## src/rtl/inst_sequencer.sv

```systemverilog
// Instruction-cycle sequencer for the 4-bit CPU: 8-phase machine cycle,
// OPR/OPA latching, two-word jump tracking and PC nibble write-back.
//
// Ports:
//   clock            system clock, rising edge
//   reset_n          asynchronous active-low reset
//   data[3:0]        instruction nibble bus (OPR in cycle 3, OPA in cycle 4)
//   cond_in          JCN condition, sampled in cycle 7
//   cycle[2:0]       current phase 0..7 (registered)
//   opr[3:0]         latched upper nibble of current word
//   opa[3:0]         latched lower nibble of current word
//   second_word      second word of a two-word instruction in flight
//   halt             sticky halt to the PC stage
//   pc_next_sel[1:0] PC source select
//   pc_write_enable  bit1 = PC high nibble, bit0 = PC low nibble
//   jump_data[3:0]   nibble loaded into the PC
//   reg_addr[3:0]    register-file index for JIN
//
// Optional feature: define JIN_EN to enable the register-indirect JIN jump.

module inst_sequencer #(
    parameter logic [1:0] PC_SEL_DATA = 2'd0
`ifdef JIN_EN
    ,
    parameter logic [1:0] PC_SEL_REG  = 2'd1
`endif
) (
    input  logic       clock,
    input  logic       reset_n,
    input  logic [3:0] data,
    input  logic       cond_in,
    output logic [2:0] cycle,
    output logic [3:0] opr,
    output logic [3:0] opa,
    output logic       second_word,
    output logic       halt,
    output logic [1:0] pc_next_sel,
    output logic [1:0] pc_write_enable,
    output logic [3:0] jump_data,
    output logic [3:0] reg_addr
);

    logic taken;
    logic decode;
    logic is_jun;
    logic is_jcn;
    logic is_hlt;
    logic pending;

    // Only a first word reaching cycle 7 is decoded.
    assign decode  = (cycle == 3'd7) && !second_word && !halt;
    assign is_jun  = (opr == 4'h4);
    assign is_jcn  = (opr == 4'h1);
    assign is_hlt  = (opr == 4'h0) && (opa == 4'h1);
    // A jump decode launches its second word at the same 7->0 wrap.
    assign pending = decode && (is_jun || is_jcn);

    always_ff @(posedge clock or negedge reset_n) begin
        if (!reset_n) begin
            cycle       <= 3'd0;
            opr         <= 4'h0;
            opa         <= 4'h0;
            second_word <= 1'b0;
            halt        <= 1'b0;
            taken       <= 1'b0;
        end else if (!halt) begin
            cycle <= cycle + 3'd1;
            if (cycle == 3'd3) opr <= data;
            if (cycle == 3'd4) opa <= data;
            if (cycle == 3'd7) begin
                if (second_word) begin
                    second_word <= 1'b0;
                    taken       <= 1'b0;
                end else if (pending) begin
                    second_word <= 1'b1;
                    taken       <= is_jun ? 1'b1 : (cond_in ^ opa[3]);
                end else if (is_hlt) begin
                    halt <= 1'b1;
                end
            end
        end
    end

    always_comb begin
        pc_write_enable = 2'b00;
        pc_next_sel     = PC_SEL_DATA;
        jump_data       = 4'h0;
        reg_addr        = 4'h0;
        if (!halt) begin
            if (second_word && taken) begin
                if (cycle == 3'd5) begin
                    pc_write_enable = 2'b10;
                    jump_data       = opr;
                end else if (cycle == 3'd6) begin
                    pc_write_enable = 2'b01;
                    jump_data       = opa;
                end
            end
`ifdef JIN_EN
            else if (!second_word && (opr == 4'h3) && opa[0]) begin
                if (cycle == 3'd5) begin
                    pc_write_enable = 2'b10;
                    pc_next_sel     = PC_SEL_REG;
                    reg_addr        = {opa[3:1], 1'b0};
                end else if (cycle == 3'd6) begin
                    pc_write_enable = 2'b01;
                    pc_next_sel     = PC_SEL_REG;
                    reg_addr        = {opa[3:1], 1'b1};
                end
            end
`endif
        end
    end

endmodule

```

## config.mk

```make
export PLATFORM = sky130hd
export DESIGN_NAME = inst_sequencer
export DESIGN_NICKNAME = d
export VERILOG_FILES = /design/src/rtl/inst_sequencer.sv
export SDC_FILE = /design/constraint.sdc
export NUM_CORES = 1
export LEC_CHECK = 0
export CELL_PAD_IN_SITES_DETAIL_PLACEMENT = 0
export CELL_PAD_IN_SITES_GLOBAL_PLACEMENT = 1
export CORE_UTILIZATION = 32
export CTS_CLUSTER_SIZE = 24
export DETAILED_ROUTE_END_ITERATION = 12
export GPL_TIMING_DRIVEN = 1
export PLACE_DENSITY = 0.81
export SLEW_MARGIN = 20
export SYNTH_ARGS = -nofsm -noshare
export SYNTH_HDL_FRONTEND = slang
export SYNTH_SLANG_ARGS = --single-unit
```

## constraint.sdc

```tcl
create_clock -name clock -period 2.21 [get_ports clock]
set_clock_uncertainty 0.2 [all_clocks]
set_input_delay 0.442 -clock clock [delete_from_list [all_inputs] [get_ports clock]]
set_output_delay 0.442 -clock clock [all_outputs]
set_load 0.01 [all_outputs]
```

==> results of run 1 <==
[power groups by stage]
stage / Sequential (W) / Combinational [W] / Clock (W)
final: 0.000528 / 0.000935 / 0.000148
after global routing: 0.000551 / 0.00102 / 0.000161
after CTS: 0.000525 / 0.000931 / 0.000150
after detailed placement: 0.000519 / 0.000876 / 0
after global placement: 0.000518 / 0.000861 / 0
after floorplan: 0.000571 / 0.000379 / 0
[state kept, by name, summed over array words and instances, names as in the netlist]
name / count
cycle: 3
halt: 1
opa: 4
opr: 4
second_word: 1
taken: 1
[cell families (layout without fill, tap and decap cells)]
logic type | Yosys count | in the layout | share of synthesized area (%)
xor gates and xnor gates | 3 | 3 | 3.18
adders and majority gates | 6 | 6 | 9.09
DFF | 14 | 14 | 42.4
buffers and inverters | 12 | 50 | 9.09
muxes | 9 | 9 | 12.3
other | 1 | 6 | 0.454
AOI/OAI and AO/OA | 8 | 8 | 8.03
and+or+nand+nor | 17 | 17 | 15.5
[worst max path at each step]
stage	to	slack (ns)
after floorplan	jump_data[0]	0.27
after global routing	jump_data[3]	-0.16
final	jump_data[3]	-0.1
after global placement	jump_data[3]	-0.06
after CTS	jump_data[3]	-0.11
after detailed placement	jump_data[1]	-0.09
[layout by cell type, fill, tap and decap left out]
cell,count
a211o_1,1
a22o_1,4
a31o_2,1
and2b_1,1
buf_2,4
buf_4,13
buf_6,5
clkbuf_4,3
clkdlybuf4s15_1,1
clkdlybuf4s50_1,19
conb_1,6
dfrtp_1,13
dfrtp_2,1
ha_1,4
ha_4,2
inv_1,3
inv_2,2
mux2_2,9
nand2_1,4
nand2b_1,1
nand3_1,2
nand3b_1,1
nand4b_4,1
nor2_1,2
nor2b_1,1
nor3b_1,1
nor3b_4,1
nor4b_1,2
o2111ai_1,1
o21ai_0,1
xnor2_1,1
xor2_1,2
[critical path, cell delays in order (launching register included)]
cell     delay (ns)
dfrtp_1        0.42
buf_6          0.14
ha_4           0.14
nor3b_4        0.15
buf_6          0.11
buf_6          0.10
a22o_1         0.19
buf_2          0.13
[through the flow]
step,hold WS [ns],setup TNS (ns)
3_5_place_dp,0.349,-0.357
5_1_grt,0.399,-0.540
3_3_place_gp,0.347,-0.186
4_1_cts,0.373,-0.118
2_1_floorplan,-0.0536,0
6_report,0.353,-0.170
[area by class of cell]
class,instances,area (um^2),share of cell area [%]
flip-flops and latches,14,352,28.2
clock buffers,3,22.5,1.80
well taps,30,37.5,3.01
inverters,5,18.8,1.50
multi-input cells,49,444,35.6
repair buffers,42,374,30.0
[routing by layer]
metal	up-vias	GRT usage, %	part of all wire (%)
met5	-	0	0
met4	0	7.89	1.1
met3	2	3.77	4.6
met2	22	23.6	49
met1	320	21.5	45
li1	320	-	-
[timing repair]
action,in CTS,in global routing
setup buffers,6,1
pin swaps,5,0
resized for setup,28,6
endpoints found under the setup margin,6,6
gates cloned,0,0
==> flow_metrics.py, run 1 <==
metrics = {
    "logic_synthesis": {
        "synth_edf_count": 0,
        "async_reset_ff_share_pct": 100,
        "synth-seq-cells": 14,
        "synth_top_area_share_pct": 42.4,
        "yosysUniqueCellTypes": 25,
        "synth_area_per_cell_um2": 11.8,
        "yosysMostFrequentCell": "dfrtp_1",
        "yosysSeqAreaShare_pct": 42.4,
        "synth_ff_type": "dfrtp_1",
        "yosys.area.top_type": "dfrtp_1",
        "yosys-top-cells-count": "dfrtp_1 (14), mux2_2 (9), buf_4 (6), ha_1 (6), inv_1 (5)",
        "yosysWarnings": 0,
        "synth_cells": 70,
        "synthTopCellsByArea": "dfrtp_1 (42%), mux2_2 (12%), ha_1 (9.1%), buf_4 (5.5%), a22o_1 (4.2%)",
        "syn_area_um2": 826,
    },
    "global_route": {
        "grtUsageTotal_pct": 16.0,
        "grt_max_degree": 15,
        "grt_first_pass_wirelength_um": 3050,
        "overflow": 0,
        "grt_pass1_vias": 616,
        "antenna_found_initial": 0,
    },
    "critical_path": {
        "r2r_cells": 5,
        "crit_path_end_kind": "primary output",
        "r2r_slack_ns": 0.36,
        "crit_start": "cycle[1]$_DFFE_PN0N_",
        "critPathRequiredTime_ns": 1.57,
        "cp.arrival_ns": 1.67,
        "path_max_fanout": 3,
        "reg2reg_to": "opr[1]$_DFFE_PN0P_",
        "crit_type": "flop to primary output",
        "start_kind": "flop",
        "reg2reg_from": "cycle[0]$_DFFE_PN0N_",
    },
    "finish": {
        "diodes": 0,
        "final_area_um2": 1250,
        "nets": 128,
        "final_core_util_pct": 50.9,
        "drive_above_1_share_pct": 37.2,
        "area_delta_synth_final_pct": 51.2,
        "fin_cells": 143,
        "n_fill_cell": 218,
    },
    "timing": {
        "hold_viol_final": 0,
        "drv_slew": 0,
        "max_freq_ghz": 0.433,
        "rsz0062_at_grt": "yes",
        "final-setup-viol-count": 5,
        "slew_headroom_pct": 56.9,
        "tightest_slew_ns": 0.645,
        "finalCriticalPeriod_ns": 2.31,
        "worst_slack_ns": -0.0999,
        "min_period_over_period_pct": 105,
    },
    "placed_design": {
        "dp_hpwl_um": 1320,
        "place_inst": 133,
        "port_buffers": 25,
        "post_dp_cell_area_um2": 1150,
        "place_ws_ns": -0.0913,
        "gp_congestion": 0.716,
    },
    "clocking": {
        "clock_path_buffers": 2,
        "cts_buffers": 3,
        "clk_latency_ns": 0.28,
        "htreeDepth": 1,
        "clock-root-buffer": "clkbuf_4",
        "cts_tree": "yes",
        "cts.clk_slew.worst_paths_ns": 0.09,
        "hold_buffers": 0,
        "clock_sink_count": 14,
    },
    "die": {
        "num_rows": 18,
        "die_w_um": 52.8,
        "io_pins": 32,
        "dieArea_um2": 2790,
        "start_util_pct": 33.6,
        "core_um2": 2450,
        "die_h_um": 52.8,
    },
    "routing": {
        "dr.pass1.iters": 4,
        "drc": 0,
        "vias": 664,
        "wl_per_cell_um": 13.5,
        "routed_wl_um": 1930,
        "ant_nets": 0,
        "first_iter_violations": 15,
        "avgViaCountPerCell": 4.64,
    },
    "power": {
        "ir_drop_mv": 0.860,
        "p_sw_share_pct": 38.1,
        "finalPower_w": 0.00161,
        "clkPwrFrac_pct": 9.2,
        "powerDensity_nw_per_um2": 1290,
        "p_leak_nw": 0.612,
        "seqPwrFrac_pct": 32.8,
        "p_sw_w": 0.000613,
        "p_int_w": 0.000997,
        "power_frac_comb_pct": 58.1,
    },
    "run": {
        "cap_violations": 0,
    },
    "status": {
        "outcome": "complete, but fails checks",
        "violations": "setup timing",
    },
    "min_path": {
        "holdCritPathClass": "input pin to asynchronous set/reset pin",
    },
}
(Power assumes the default switching activity.)
==> inputs of run 2 (changes only) <==
--- a/config.mk
+++ b/config.mk
@@ -12,7 +12,7 @@
 export DETAILED_ROUTE_END_ITERATION = 12
 export GPL_TIMING_DRIVEN = 1
 export PLACE_DENSITY = 0.81
-export SLEW_MARGIN = 20
+export SLEW_MARGIN = 15
 export SYNTH_ARGS = -nofsm -noshare
 export SYNTH_HDL_FRONTEND = slang
 export SYNTH_SLANG_ARGS = --single-unit
==> results of run 2 <==
Same layout as run 1: the final DEF is identical, and so are final timing and power.
==> RTL change (config.mk and constraints of run 2) <==
Add a define of `JIN_EN`.
--- a/src/rtl/inst_sequencer.sv
+++ b/src/rtl/inst_sequencer.sv
@@ -19,2 +19,4 @@
 // Optional feature: define JIN_EN to enable the register-indirect JIN jump.
+
+`define JIN_EN
 
Behaviour: not the same (Yosys sat finds a counterexample within 10 cycles, from zero or initial values and one cycle with reset_n low).
==> RTL change against run 2 <==
The flow still finishes with violations (setup timing). Global-route usage grew 2.9 points. Register-to-register slack worse by 0.08 ns. Clock power increased by 23%. Worst setup slack improved by 0.0038 ns. Sequential power fell by 3%. Final area increased by 16%. Area after synthesis increased by 5.2%. Worst hold slack got worse by 0.0031 ns. Total power rose by 26%. Sequential cell count is the same. Wire length increased by 25%. Critical path type unchanged. Largest cell class unchanged. Largest power group unchanged. Highest routed layer unchanged.
==> RTL change: results (changes against run 2) <==
[power]
leakagePower_uw = 0.000642  ; +4.9%
ir_drop_mv = 1.01  ; +18%

[route]
wire_per_inst_um = 14.5  ; +7.6%
initialDrtViolationCount = 7  ; -8
met2_length_mm = 1.23  ; +28%
met1_length_mm = 1.04  ; +20%
routed_wl_mm = 2.41  ; +25%
dr.pass1.iters = 4  ; unchanged
wl_met3_um = 96  ; +9.1%
vias = 811  ; +22%

[setup_path]
cp-start-kind = register
crit_path_end = reg_addr[2]
crit_fanout = 6  ; +3
r2r_start = cycle[0]
r2r_cells = 5  ; unchanged
r2r-end = opr[1]
reg2reg_slack_ns = 0.28  ; -0.08 ns

[clock_tree]
clockBufferDepth = 2  ; unchanged
cts_buffers = 3  ; unchanged
cts_root_buf = clkbuf_4
insertion_delay_ns = 0.28  ; about the same

[global_route]
grt_max_degree = 15  ; unchanged
grt_pass1_wl_mm = 3.82  ; +25%
antenna_found_initial = 0  ; unchanged
grt_pass1_vias = 837  ; +36%
grt_use_total = 0.189  ; +0.0292

[status]
status = finished, violations left
violations = setup timing

[sta]
setup_ws_ns = -0.0961  ; +0.00383 ns
report.final.setup_viol = 6  ; +1
slew-limit-headroom = 0.575  ; +0.00588
hold_slack_ns = 0.350  ; -0.00312 ns
setup_tns_ns = -0.282  ; -0.112 ns

[place]
place_hpwl_mm = 1.78  ; +35%
place_ws_ns = -0.145  ; -0.0542 ns
port_buffers = 30  ; +20%
place.gp.congestion = 0.758  ; +5.9%

[synthesis]
synth_fa_ha_area_frac = 0.0865  ; -0.00445
syn-num-nets = 96
synth_cell_types = 29  ; +16%
synth_area_leaders = dfrtp_1, mux2_2, ha_1, nand3b_1, nand2_1
synth_ff_type = dfrtp_1
syn_area_um2 = 868  ; +5.2%
yosysWarnings = 0  ; unchanged
synthArstFlopShare = 1.00  ; unchanged
synth.top_cells.by_count = dfrtp_1, mux2_2, nand2_1
synth_mux_area_frac = 0.128  ; +0.00551
synth_compound_area_frac = 0.0879  ; +0.00759
synth.yosys.seq_area_share = 0.403  ; -0.0208
yosys.area_share.xor_xnor = 0.0303  ; -0.00156

[finish]
nFillCells = 235  ; +7.8%
drive_gt1_frac = 0.493  ; +0.121
final_nets = 150  ; +17%
top_regs = opa x4, opr x4, cycle x3

[min_path]
hp-class = input pin to async pin

-- RTL change: cell count changes after synthesis, moves of 2 or more --
cell	delta
and2_1	+4
a22o_1	-4
nand2_1	+4
nor2b_1	+3
nand3b_1	+4
buf_4	-5
nor2_1	+2
a21oi_1	+5
inv_1	-2
-- RTL change: layout make-up --
cell class                 count  area share
clock buffer                   4      0.0251
inverter                       3     0.00778
multi-input combinational     63       0.388
sequential                    14       0.243
tap                           30      0.0259
timing repair buffer          52       0.310
-- RTL change: logic make-up (layout without fill, tap and decap cells) --
logic type / after synthesis / in the layout
simple gates: 32 / 32
flops: 14 / 14
compound gates: 11 / 11
mux: 10 / 10
fa+ha+maj: 6 / 6
buf+inv: 6 / 59
xor+xnor: 3 / 3
other cells: 1 / 1
-- RTL change: through the flow --
stage | std cells | total power (uW) | cell area, um2
finish | 166 | 2020 | 1450
detailed placement | 156 | 1640 | 1310
global placement | 156 | 1620 | 1310
floorplan | 83 | 1030 | 868
global route | 166 | 2170 | 1450
CTS | 163 | 1880 | 1360
-- RTL change: timing repair --
item | 4_1_cts | 5_1_grt
endpoints found under the setup margin | 11 | 10
endpoints found under the hold margin | 0 | 0
gates resized for setup | 50 | 23
pin swaps | 2 | 9
buffers inserted | 3 | 3
-- RTL change: routing by layer --
metal,global-route usage,vias up
met2,0.327,22
met5,0,-
met4,0.0940,0
li1,-,391
met1,0.228,394
met3,0.0226,4
-- RTL change: worst max-delay path, cell delays in order, from the launching register on --
cell and delay [ns]:
dfrtp_1 0.43, buf_6 0.14, ha_4 0.17, o2111a_2 0.27, buf_6 0.12, and2_4 0.15
buf_6 0.11
-- RTL change: where the power goes --
group          total (uW)  switching, uW  internal [uW]
Clock                 182           81.3            100
Combinational        1330            568            762
Sequential            513            133            380
Total                2020            783           1240
